==> config.mk <==
export PLATFORM = sky130hd
export DESIGN_NAME = fd_pipe_reg_flat
export DESIGN_NICKNAME = d
export VERILOG_FILES = /design/src/rtl/fd_pipe_reg_pkg.sv /design/src/rtl/fd_pipe_reg_if.sv /design/src/rtl/fd_perf_cnt.sv /design/src/rtl/fd_pipe_reg.sv /design/src/flat_wrapper.sv
export SDC_FILE = /design/constraint.sdc
export NUM_CORES = 1
export LEC_CHECK = 0
export ABC_AREA = 1
export ABC_CLOCK_PERIOD_IN_PS = 4100
export CAP_MARGIN = 20
export CORE_MARGIN = 5
export CORE_UTILIZATION = 30
export DETAILED_ROUTE_END_ITERATION = 6
export HOLD_SLACK_MARGIN = 0.05
export PLACE_DENSITY = 0.77
export SLEW_MARGIN = 20
export SYNTH_ARGS = -nofsm -noshare
export SYNTH_HDL_FRONTEND = slang
export SYNTH_SLANG_ARGS = --single-unit
==> constraint.sdc <==
create_clock -name CLK -period 4.1 [get_ports CLK]
set_input_delay 0.41 -clock CLK [delete_from_list [all_inputs] [get_ports CLK]]
set_output_delay 0.41 -clock CLK [all_outputs]
set_load 0.02 [all_outputs]
==> src/rtl/fd_pipe_reg_pkg.sv <==
// Shared Fetch/Decode constants: reset PC, instruction-memory window, exception codes, NOP.
package fd_pipe_reg_pkg;

  localparam logic [31:0] FD_PC_RESET = 32'h0000_3000;
  localparam logic [31:0] FD_IM_BASE  = 32'h0000_3000;
  localparam logic [31:0] FD_IM_LIMIT = 32'h0000_6FFC;

  localparam logic [4:0]  FD_EXC_NONE = 5'd0;
  localparam logic [4:0]  FD_EXC_ADEL = 5'd4;

  localparam logic [31:0] FD_NOP = 32'h0;

  typedef enum logic {
    SLOT_EMPTY = 1'b0,
    SLOT_FULL  = 1'b1
  } slot_e;

endpackage

==> src/rtl/fd_pipe_reg_if.sv <==
// Fetch/Decode handshake bundle: fetch-side inputs, PC write-enable and Decode-side outputs.
interface fd_pipe_reg_if;

  logic [31:0] F_PC;
  logic [31:0] F_Instr;
  logic        STALL;
  logic        FLUSH;
  logic        F_WE;
  logic [31:0] D_PC;
  logic [31:0] D_PC8;
  logic [31:0] D_Instr;
  logic        D_Valid;
  logic [4:0]  D_ExcCode;

  modport master (
    output F_PC, F_Instr, STALL, FLUSH,
    input  F_WE, D_PC, D_PC8, D_Instr, D_Valid, D_ExcCode
  );

  modport slave (
    input  F_PC, F_Instr, STALL, FLUSH,
    output F_WE, D_PC, D_PC8, D_Instr, D_Valid, D_ExcCode
  );

endinterface

==> src/rtl/fd_perf_cnt.sv <==
// Fetch/Decode performance counters (cycles, issues, stalls); used only when FD_PERF_CNT_EN is defined.
module fd_perf_cnt (
  input  logic        CLK,
  input  logic        RESET,
  input  logic        inc_cyc,
  input  logic        inc_issue,
  input  logic        inc_stall,
  output logic [31:0] cyc,
  output logic [31:0] issue,
  output logic [31:0] stall
);

  logic [31:0] cyc_q, cyc_d;
  logic [31:0] issue_q, issue_d;
  logic [31:0] stall_q, stall_d;

  always_comb begin
    cyc_d   = cyc_q;
    issue_d = issue_q;
    stall_d = stall_q;
    if (RESET) begin
      cyc_d   = '0;
      issue_d = '0;
      stall_d = '0;
    end else begin
      if (inc_cyc)   cyc_d   = cyc_q + 32'd1;
      if (inc_issue) issue_d = issue_q + 32'd1;
      if (inc_stall) stall_d = stall_q + 32'd1;
    end
  end

  always_ff @(posedge CLK) begin
    cyc_q   <= cyc_d;
    issue_q <= issue_d;
    stall_q <= stall_d;
  end

  assign cyc   = cyc_q;
  assign issue = issue_q;
  assign stall = stall_q;

endmodule

==> src/rtl/fd_pipe_reg.sv <==
// Fetch/Decode pipeline register with stall, flush-to-bubble and fetch address-error tagging.
// Define FD_PERF_CNT_EN to build the PERF_* counters; otherwise those ports read zero.
module fd_pipe_reg
  import fd_pipe_reg_pkg::*;
#(
  parameter logic [31:0] PC_RESET = FD_PC_RESET,
  parameter logic [31:0] IM_BASE  = FD_IM_BASE,
  parameter logic [31:0] IM_LIMIT = FD_IM_LIMIT,
  parameter logic [4:0]  EXC_ADEL = FD_EXC_ADEL
) (
  input  logic               CLK,
  input  logic               RESET,
  fd_pipe_reg_if.slave       bus,
  output logic [31:0]        PERF_CYC,
  output logic [31:0]        PERF_ISSUE,
  output logic [31:0]        PERF_STALL
);

  slot_e       slot_q, slot_d;
  logic [31:0] pc_q, pc_d;
  logic [31:0] instr_q, instr_d;
  logic [4:0]  exc_q, exc_d;
  logic        addr_err;

  assign addr_err = (bus.F_PC[1:0] != 2'b00) || (bus.F_PC < IM_BASE) || (bus.F_PC > IM_LIMIT);

  // Priority: reset, flush (bubble keeps F_PC), stall (hold), load.
  always_comb begin
    slot_d  = slot_q;
    pc_d    = pc_q;
    instr_d = instr_q;
    exc_d   = exc_q;
    if (RESET) begin
      slot_d  = SLOT_EMPTY;
      pc_d    = PC_RESET;
      instr_d = FD_NOP;
      exc_d   = FD_EXC_NONE;
    end else if (bus.FLUSH) begin
      slot_d  = SLOT_EMPTY;
      pc_d    = bus.F_PC;
      instr_d = FD_NOP;
      exc_d   = FD_EXC_NONE;
    end else if (!bus.STALL) begin
      slot_d  = SLOT_FULL;
      pc_d    = bus.F_PC;
      instr_d = addr_err ? FD_NOP : bus.F_Instr;
      exc_d   = addr_err ? EXC_ADEL : FD_EXC_NONE;
    end
  end

  always_ff @(posedge CLK) begin
    slot_q  <= slot_d;
    pc_q    <= pc_d;
    instr_q <= instr_d;
    exc_q   <= exc_d;
  end

  assign bus.F_WE      = RESET | ~bus.STALL | bus.FLUSH;
  assign bus.D_PC      = pc_q;
  assign bus.D_PC8     = pc_q + 32'd8;
  assign bus.D_Instr   = instr_q;
  assign bus.D_Valid   = (slot_q == SLOT_FULL);
  assign bus.D_ExcCode = exc_q;

`ifdef FD_PERF_CNT_EN
  logic inc_issue, inc_stall;

  assign inc_issue = ~RESET & ~bus.FLUSH & ~bus.STALL;
  assign inc_stall = ~RESET & ~bus.FLUSH &  bus.STALL;

  fd_perf_cnt u_perf (
    .CLK       (CLK),
    .RESET     (RESET),
    .inc_cyc   (~RESET),
    .inc_issue (inc_issue),
    .inc_stall (inc_stall),
    .cyc       (PERF_CYC),
    .issue     (PERF_ISSUE),
    .stall     (PERF_STALL)
  );
`else
  assign PERF_CYC   = '0;
  assign PERF_ISSUE = '0;
  assign PERF_STALL = '0;
`endif

endmodule
==> src/flat_wrapper.sv <==
// flat-port wrapper written by rule: the top's interface ports become plain ports
module fd_pipe_reg_flat import fd_pipe_reg_pkg::*;
#(
  parameter logic [31:0] PC_RESET = FD_PC_RESET,
  parameter logic [31:0] IM_BASE  = FD_IM_BASE,
  parameter logic [31:0] IM_LIMIT = FD_IM_LIMIT,
  parameter logic [4:0]  EXC_ADEL = FD_EXC_ADEL
)
  (CLK, RESET, PERF_CYC, PERF_ISSUE, PERF_STALL, bus_F_PC, bus_F_Instr, bus_STALL, bus_FLUSH, bus_F_WE, bus_D_PC, bus_D_PC8, bus_D_Instr, bus_D_Valid, bus_D_ExcCode);
  fd_pipe_reg_if bus_i ();
  input  logic CLK;
  input  logic RESET;
  output logic [31:0] PERF_CYC;
  output logic [31:0] PERF_ISSUE;
  output logic [31:0] PERF_STALL;
  input wire logic [$bits(bus_i.F_PC)-1:0] bus_F_PC;
  input wire logic [$bits(bus_i.F_Instr)-1:0] bus_F_Instr;
  input wire logic [$bits(bus_i.STALL)-1:0] bus_STALL;
  input wire logic [$bits(bus_i.FLUSH)-1:0] bus_FLUSH;
  output wire logic [$bits(bus_i.F_WE)-1:0] bus_F_WE;
  output wire logic [$bits(bus_i.D_PC)-1:0] bus_D_PC;
  output wire logic [$bits(bus_i.D_PC8)-1:0] bus_D_PC8;
  output wire logic [$bits(bus_i.D_Instr)-1:0] bus_D_Instr;
  output wire logic [$bits(bus_i.D_Valid)-1:0] bus_D_Valid;
  output wire logic [$bits(bus_i.D_ExcCode)-1:0] bus_D_ExcCode;
  assign bus_i.F_PC = bus_F_PC;
  assign bus_i.F_Instr = bus_F_Instr;
  assign bus_i.STALL = bus_STALL;
  assign bus_i.FLUSH = bus_FLUSH;
  assign bus_F_WE = bus_i.F_WE;
  assign bus_D_PC = bus_i.D_PC;
  assign bus_D_PC8 = bus_i.D_PC8;
  assign bus_D_Instr = bus_i.D_Instr;
  assign bus_D_Valid = bus_i.D_Valid;
  assign bus_D_ExcCode = bus_i.D_ExcCode;
  fd_pipe_reg #(.PC_RESET(PC_RESET), .IM_BASE(IM_BASE), .IM_LIMIT(IM_LIMIT), .EXC_ADEL(EXC_ADEL)) u_core (.CLK(CLK), .RESET(RESET), .bus(bus_i), .PERF_CYC(PERF_CYC), .PERF_ISSUE(PERF_ISSUE), .PERF_STALL(PERF_STALL));
endmodule
Yosys cells after proc, flatten, opt, wreduce, memory -nomap -nowiden

Index checks and enable logic that the tools add are counted.

Add/subtract/negate cells: 1
Equal/unequal tests: 1
Bitwise logic cells: 3
Magnitude comparators: 2
Multiplexer cells: 4
Reductions and logical operators: 4

Operators by type and width:

| cell                                                                            | count |
|---|---|
| 32-bit two-way mux                                                              | 3 |
| 32-bit by 4-bit adder with 32-bit output (second input constant)                | 1 |
| 32-bit by 15-bit > comparator with 1-bit output (second input constant)         | 1 |
| 32-bit by 14-bit less-than comparator with 1-bit output (second input constant) | 1 |
| 3-bit two-way mux                                                               | 1 |
| 1-bit logical OR                                                                | 2 |
| 2-bit by 1-bit != test with 1-bit output (second input constant)                | 1 |
| 1-bit bitwise OR                                                                | 2 |
| 2-bit nonzero test                                                              | 1 |
| 2-bit OR reduction                                                              | 1 |
| 1-bit NOT                                                                       | 1 |

Logic and storage cells: 19
Flip-flop bits (word level): 70
Output and inout bits: 199

Depth between registers and ports, before layout

Gate-level depths: netlist (run 1).

Word-level depth: 4
Mapped depth: 9
Mapped depth without buffers: 9

Worst setup path before layout (run 1)

No wires, ideal clock.

Path type: reg2out
Start point: register u_core.pc_q[4], in the netlist u_core.bus.D_PC[4]
End point: output bus_D_PC8[19]
Setup slack: 2022 ps
Arrival time: 1668 ps
Cell stages (with the launch flop): 7
Buffers on the path: 0
Path through: dfxtp_1 ha_1 nand2_1 nor3_4 nand3_2 nor2_1 xor2_1

Cells in the longest elaborated chain, start to end: 1

Ends and longest elaborated chain:

| what                                     | line               | text |
|---|---|---|
| start, declared                          | fd_pipe_reg.sv:20  | `logic [31:0] pc_q, pc_d;` |
| start signal, assigned                   | fd_pipe_reg.sv:53  | `pc_q <= pc_d;` |
| 32-bit by 4-bit adder with 32-bit output | fd_pipe_reg.sv:60  | `assign bus.D_PC8 = pc_q + 32'd8;` |
| end, declared                            | flat_wrapper.sv:22 | `output wire logic [$bits(bus_i.D_PC8)-1:0] bus_D_PC8;` |

Every way passes these cells.

Final worst setup path (run 1)

Start point: register u_core.pc_q[3], in the netlist u_core.bus.D_PC[3]
End point: output bus_D_PC8[21]

Same word-level chain as after synthesis.

==> results.yml, run 1 <==
routing:
  drtIter0Drc: 149
  wl_per_cell_um: 14.0
  wirelength_um: 12600
  via_per_inst: 4.28
  postRouteAntennaNets: 0
  dr.pass1.iters: 6
  drc: 0
  num_vias: 3848
critical_path:
  crit_fanout: 4
  cpMaxStageDelayCell: "clkdlybuf4s50_1"
  cp-start-kind: "flop"
  cp.arrival_ps: 2590
  worst-path-buf-inv: 1
  worstPathRequired_ps: 3690
  cp_top_family: "simple AND/OR/NAND/NOR gates"
  path_cells: "ha_1, nand2_1, nor3_4, nand3_2, nor2_1, xor2_1, clkdlybuf4s50_1"
  slowest_delay_ps: 630
  path_class: "flop to output port"
  end_kind: "output port"
floorplan:
  die-area_um2: 16200
  core_area_um2: 13700
  ios: 267
  initial_utilization_pct: 30.2
  die_h_um: 127
  die_width_um: 127
  rows: 43
power:
  power_density_nw_per_um2: 349
  ir_drop_uv: 189
  leakage_nw: 2.43
  finalPower_mw: 2.06
yosys:
  synth_common_cells: "buf_4, nor2_1, dfxtp_1"
  ys_ff_latch: 66
  seq_area_frac_synth_pct: 31.9
  syn_area_um2: 4140
  synth.largest_area_cell: "dfxtp_1"
  ys_top_cells_by_area: "dfxtp_1, buf_4, nor2_1"
  ys.flop_type: "dfxtp_1"
  synth_edf_count: 0
  syn_area_per_cell_um2: 7.36
  synth_top_area_share_pct: 31.9
  async_flop_share_pct: 0
  synth_cells: 562
  synth_most_common_cell: "buf_4"
  yosys_warnings: 0
  synth_cell_types: 31
clock_network:
  hold_buffers: 0
  cts_tree: "done"
  cts_root_buf: "clkbuf_16"
  clkTransAtPathRegs_ps: 60
  cts_setup_buffers: 0
  cts.path.max_buffers: 2
  cts_made_buffers: 9
  post_cts_resize_count: 0
  clk_latency_ps: 320
  clock_sinks: 66
  cts_max_level: 3
timing:
  timing.fmax_ghz: 0.333
  holdWs_ps: 467
  slew_violations: 0
  grt_setup_unrepaired: "no"
  fin_crit_ps: 3000
  worst_pin_slew_ps: 715
  setup_viol: 0
  clock_skew_ps: 0
  min_period_over_period_pct: 73.3
  finalHoldViolCount: 0
  fin_tns_setup_ps: 0
  maxSlewHeadroom_pct: 52.3
placed_design:
  hpwl_um: 10100
  gp_congestion: 0.862
  io_buffers: 166
finish:
  multi_input_area_um2: 2210
  fin_nets: 783
  drive_gt1_share_pct: 9.87
  syn2layout_area_growth_pct: 42.8
  ff_latch_area_um2: 1320
  fill_cells: 1422
grt:
  grt_max_degree: 67
  grt_pass1_vias: 3745
  overflow: 0
  grt_pass1_wl_um: 19400
  grt_usage_pct: 14.8
  grt_antenna_before_repair: 3
worst_hold_path:
  hold_path_class: "flop to flop"
status:
  status: "complete, no violations"
run:
  max_cap_violations: 0
## metal layers
metal / up-vias / part of all wire [%] / track usage (%)
li1: 1951 / - / -
met1: 1675 / 38 / 17.0
met2: 200 / 47 / 24.7
met3: 18 / 13 / 6.77
met4: 4 / 1.6 / 4.35
met5: - / 0.21 / 0
## worst register-to-register path, stage by stage (launching register included)
cell,delay [ps]
dfxtp_1,530
nor2_1,90
nor2_1,110
## logic make-up after synthesis
logic type,count (synthesis),synth area share (%)
compound gates,107,14.9
buf+inv,155,23.6
xor+xnor,23,4.87
flops,66,31.9
fa+ha+maj,1,0.302
other cells,1,0.0906
simple gates,209,24.3
## stage by stage
stage / std cells / area [µm²] / setup slack [ps] / util, %
global placement: 883 / 5560 / 1470 / 40.5
global route: 899 / 5910 / 964 / 43.1
detailed placement: 883 / 5560 / 1450 / 40.5
CTS: 899 / 5910 / 1100 / 43.1
finish: 900 / 5910 / 1100 / 43.1
floorplan: 661 / 4510 / 2020 / -
## layout make-up
cell class | count | share of cell area, %
tap | 180 | 3.81
clock inverter | 6 | 1.93
multi-input combinational | 440 | 37.4
sequential | 66 | 22.4
clock buffer | 10 | 4.04
timing repair buffer | 171 | 28.7
inverter | 26 | 1.65
antenna | 1 | 0.0423
## cell usage in the layout, fill, tap and decap left out, types with 13 or more instances in the layout
master / instances
a21oi_1: 43
clkdlybuf4s50_1: 166
conb_1: 100
dfxtp_1: 66
inv_1: 24
nand2_1: 55
nand3_1: 13
nor2_1: 72
o211ai_1: 32
o21ai_0: 30
or2_2: 32
xor2_1: 17
## power breakdown
part / internal [mW] / switching [mW] / leakage (nW) / total (mW)
clock network: 0.611 / 0.280 / 0.165 / 0.891
registers: 0.674 / 0.0417 / 0.543 / 0.716
logic: 0.192 / 0.266 / 1.73 / 0.458
total: 1.48 / 0.588 / 2.43 / 2.06
## registers in the layout, indices dropped and copies added, names as in the netlist
register	flops
u_core.bus.D_ExcCode	1
u_core.bus.D_Valid	1
u_core.bus.D_PC	32
u_core.bus.D_Instr	32
## worst paths after layout
check | startpoint | depth (start not counted) | end | slack (ps)
worst max register to register | u_core.bus.D_PC[17] | 2 | u_core.bus.D_PC[17] | 3310
worst min register to register | u_core.bus.D_Valid | 1 | u_core.bus.D_Valid | 470
worst max-delay path | u_core.bus.D_PC[3] | 7 | bus_D_PC8[21] | 1100
worst min-delay path | u_core.bus.D_Valid | 1 | u_core.bus.D_Valid | 470
No activity file was read; power rests on OpenSTA's default activity.
==> run 2: changes to the inputs <==
--- a/config.mk
+++ b/config.mk
@@ -6,7 +6,7 @@
 export NUM_CORES = 1
 export LEC_CHECK = 0
 export ABC_AREA = 1
-export ABC_CLOCK_PERIOD_IN_PS = 4100
+export ABC_CLOCK_PERIOD_IN_PS = 2900
 export CAP_MARGIN = 20
 export CORE_MARGIN = 5
 export CORE_UTILIZATION = 30
==> constraint.sdc (replaced) <==
create_clock -name CLK -period 2.9 [get_ports CLK]
set_input_delay 0.29 -clock CLK [delete_from_list [all_inputs] [get_ports CLK]]
set_output_delay 0.29 -clock CLK [all_outputs]
set_load 0.02 [all_outputs]
==> results.yml, run 2 (synthesized netlist as in run 1, its figures left out) <==
status:
  status: "complete, no violations"
grt:
  grt_pass1_vias: 3722
  grt_antenna_before_repair: 3
  grt_pass1_wl_um: 19400
  overflow: 0
  grt_max_degree: 67
  grt_usage_pct: 15.0
power:
  leakage_nw: 2.46
  switching_share_pct: 30.3
  p_int_mw: 1.98
  netSwitchingPower_uw: 857
  ir_drop_uv: 213
  p_seq_share_pct: 35.7
  power_frac_comb_pct: 23.0
  clkPwrFrac_pct: 41.3
  power_density_nw_per_um2: 480
timing:
  finalHoldViolCount: 0
  maxSlewHeadroom_pct: 47.8
  grt_setup_unrepaired: "no"
  setup_slack_ps: 161
  holdWs_ps: 467
  setup_viol: 0
  worst_pin_slew_ps: 782
  fin_crit_ps: 2740
  timing.fmax_ghz: 0.365
  fin_tns_setup_ps: 0
  min_period_over_period_pct: 94.5
  slew_violations: 0
  clock_skew_ps: 0
placed_design:
  hpwl_um: 10300
  dpl_cell_area_um2: 5570
  io_buffers: 166
  place_ws_ps: 486
  gp_congestion: 0.916
  place_inst: 885
routing:
  dr.pass1.iters: 4
  via_per_inst: 4.41
  postRouteAntennaNets: 0
  drtIter0Drc: 174
  wirelength_um: 13000
  wl_per_cell_um: 14.4
  drc: 0
  num_vias: 3972
finish:
  fin_cells: 901
  fin_nets: 785
  drive_gt1_share_pct: 10.1
  antennaDiodeCount: 0
  syn2layout_area_growth_pct: 42.5
  final_cell_mix: "clkdlybuf4s50_1, conb_1, nor2_1"
  design_area_um2: 5900
  final_common_cell: "clkdlybuf4s50_1"
floorplan:
  initial_utilization_pct: 30.2
  rows: 43
  core_area_um2: 13700
  ios: 267
  die-area_um2: 16200
  die_h_um: 127
  die_width_um: 127
clock_network:
  clkTransAtPathRegs_ps: 60
  cts.path.max_buffers: 2
  cts_root_buf: "clkbuf_16"
  cts_max_level: 3
  cts_made_buffers: 9
  clock_sinks: 66
  cts_tree: "done"
  clk_latency_ps: 330
  hold_buffers: 0
critical_path:
  path_class: "flop to output port"
  reg2reg_depth: 2
  worstPathRequired_ps: 2610
  crit_fanout: 4
  cp-start-kind: "flop"
  cp.arrival_ps: 2450
  end_kind: "output port"
worst_hold_path:
  hold_path_class: "flop to flop"
  hold_depth: 1
run:
  max_cap_violations: 0
==> run 2: final cells by class <==
type / instances / area, µm²
sequential: 66 / 1320
timing repair buffer: 173 / 1720
tap: 180 / 225
multi-input combinational: 440 / 2220
fill: 1398 / 7820
inverter: 26 / 97.6
clock inverter: 7 / 93.8
clock buffer: 9 / 225
==> run 2: through the flow <==
| stage | total power, mW | utilization, % |
|---|---|---|
| floorplan | 1.49 | - |
| CTS | 2.86 | 42.9 |
| finish | 2.83 | 43.0 |
| global route | 2.95 | 43.0 |
| detailed placement | 1.68 | 40.6 |
| global placement | 1.68 | 40.6 |
==> run 2: routing by layer <==
layer	up-vias	share of wire [%]	routed length, µm	GRT usage, %
met1	1800	39	5090	17.1
li1	1951	-	-	-
met3	19	12	1580	6.86
met4	6	1.4	180	4.79
met5	-	0.32	41	0
met2	196	47	6110	25.1
==> run 2: what timing repair did <==
action | in CTS | in global routing
gates resized for setup | 0 | 2
endpoints found under the setup margin | 0 | 2
hold endpoints to repair | 0 | 0
buffers inserted | 0 | 0
==> run 2: final timing paths <==
path | from | endpoint | slack (ps)
max | u_core.bus.D_PC[3] | bus_D_PC8[21] | 160
min reg2reg | u_core.bus.D_Valid | u_core.bus.D_Valid | 470
max reg2reg | u_core.bus.D_PC[27] | u_core.bus.D_PC[27] | 2150
min | u_core.bus.D_Valid | u_core.bus.D_Valid | 470
==> run 2: critical path, cell delays in order, from the launching register on <==
cell and delay (ps):
dfxtp_1 390, ha_1 240, nand2_1 140, nor3_4 300
nand3_2 140, nor2_1 150, xor2_1 150, clkdlybuf4s50_1 620
==> run 2: power groups by stage <==
stage                     Sequential (mW)  Combinational [mW]  Clock (mW)
after floorplan                      1.07               0.417           0
after global placement               1.03               0.650           0
after detailed placement             1.03               0.654           0
after CTS                            1.01               0.655        1.20
after global routing                 1.02               0.700        1.24
final                                1.01               0.653        1.17
==> run 3: changes to the inputs <==
--- a/config.mk
+++ b/config.mk
@@ -13,6 +13,7 @@
 export DETAILED_ROUTE_END_ITERATION = 6
 export HOLD_SLACK_MARGIN = 0.05
 export PLACE_DENSITY = 0.77
+export SETUP_SLACK_MARGIN = 0.05
 export SLEW_MARGIN = 20
 export SYNTH_ARGS = -nofsm -noshare
 export SYNTH_HDL_FRONTEND = slang
==> results.yml, run 3 (synthesized netlist as in run 1, its figures left out) <==
status:
  status: "complete, no violations"
clock_network:
  cts.path.max_buffers: 2
  cts_setup_buffers: 0
  cts_root_buf: "clkbuf_16"
  clock_sinks: 66
  clkTransAtPathRegs_ps: 60
  cts_made_buffers: 9
  hold_buffers: 0
  cts_max_level: 3
  post_cts_resize_count: 0
  cts_tree: "done"
  clk_latency_ps: 330
timing:
  setup_slack_ps: 222
  setup_viol: 0
  fin_crit_ps: 2680
  maxSlewHeadroom_pct: 47.9
  fin_tns_setup_ps: 0
  min_period_over_period_pct: 92.3
  clock_skew_ps: 0
  grt_setup_unrepaired: "no"
  holdWs_ps: 467
  finalHoldViolCount: 0
  timing.fmax_ghz: 0.373
  slew_violations: 0
  worst_pin_slew_ps: 781
placed_design:
  io_buffers: 166
  hpwl_um: 10300
  gp_congestion: 0.916
  dpl_cell_area_um2: 5570
  place_inst: 885
  place_ws_ps: 486
power:
  leakage_nw: 2.46
  power_density_nw_per_um2: 480
  clkPwrFrac_pct: 41.3
  finalPower_mw: 2.83
  p_seq_share_pct: 35.7
  netSwitchingPower_uw: 855
  power_frac_comb_pct: 23.1
  switching_share_pct: 30.2
  ir_drop_uv: 213
  p_int_mw: 1.98
floorplan:
  initial_utilization_pct: 30.2
  ios: 267
  die_h_um: 127
  core_area_um2: 13700
  rows: 43
  die-area_um2: 16200
  die_width_um: 127
grt:
  grt_max_degree: 67
  overflow: 0
  grt_pass1_wl_um: 19400
  grt_pass1_vias: 3722
  grt_usage_pct: 15.0
  grt_antenna_before_repair: 3
critical_path:
  reg2reg_slack_ps: 2150
  crit_fanout: 4
  r2r-start: "u_core.bus.D_PC[8]"
  reg2reg_depth: 2
  slowest_delay_ps: 620
  cpMaxStageDelayCell: "clkdlybuf4s50_1"
  r2r-end: "u_core.bus.D_PC[8]"
  cp-start-kind: "flop"
  cp_common_cell: "nand2_1"
  worstPathRequired_ps: 2610
  path_class: "flop to output port"
  path_cells: "ha_1, nand2_1, nor2_2, inv_1, nor3_4, nand3b_1, nand2_1, clkdlybuf4s50_1"
  end_kind: "output port"
  cp.arrival_ps: 2390
finish:
  drive_gt1_share_pct: 10.1
  fin_nets: 785
  utilization_pct: 43.0
  final_cell_mix: "clkdlybuf4s50_1, conb_1, nor2_1"
  syn2layout_area_growth_pct: 42.5
  final_common_cell: "clkdlybuf4s50_1"
  fin_cells: 901
  design_area_um2: 5900
  antennaDiodeCount: 0
  fill_cells: 1398
worst_hold_path:
  holdPathEnd: "u_core.bus.D_Valid"
  min_from: "u_core.bus.D_Valid"
  hold_path_class: "flop to flop"
  hold_depth: 1
run:
  max_cap_violations: 0
routing:
  postRouteAntennaNets: 0
  drc: 0
  wl_per_cell_um: 14.4
  drtIter0Drc: 177
  wirelength_um: 13000
  via_per_inst: 4.41
  dr.pass1.iters: 4
  num_vias: 3971
==> run 3: cell counts in the layout (fill, tap and decap cells not counted) <==
No cell type changed its count.
==> run 3: worst max-delay path by stage <==
stage | startpoint | slack (ps) | end | cells after the start
finish | u_core.bus.D_PC[3] | 220 | bus_D_PC8[27] | 8
floorplan | u_core.bus.D_PC[4] | 940 | bus_D_PC8[19] | 6
global route | u_core.bus.D_PC[3] | 50 | bus_D_PC8[27] | 8
CTS | u_core.bus.D_PC[3] | 120 | bus_D_PC8[27] | 8
detailed placement | u_core.bus.D_PC[3] | 490 | bus_D_PC8[19] | 7
global placement | u_core.bus.D_PC[3] | 580 | bus_D_PC8[11] | 7
==> run 3: layout make-up <==
type	instances	area [µm²]	area share (%)
Sequential cell	66	1320	22.4
Clock inverter	7	93.8	1.59
Tap cell	180	225	3.82
Inverter	26	97.6	1.65
Multi-Input combinational cell	440	2220	37.6
Timing Repair Buffer	173	1720	29.1
Clock buffer	9	225	3.82
==> run 3: layer usage <==
metal,vias to the layer above,track usage (%),wire length (µm)
li1,1951,-,-
met1,1797,17.1,5080
met2,198,25.1,6110
met3,19,6.86,1580
met4,6,4.79,180
met5,-,0,41
==> run 3: power by group through the flow <==
stage	combinational [mW]	sequential, mW	clock [mW]
after floorplan	0.417	1.07	0
after global placement	0.650	1.03	0
after detailed placement	0.654	1.03	0
after CTS	0.655	1.01	1.20
after global routing	0.700	1.02	1.24
final	0.653	1.01	1.17
==> run 3: worst max-delay path, delay by kind of cell (launching register included) <==
kind                     cells  cell delay (ps)
adder cells (fa/ha/maj)      1              240
AND/OR/NAND/NOR              5              700
flip-flops                   1              390
buffers and inverters        2              730
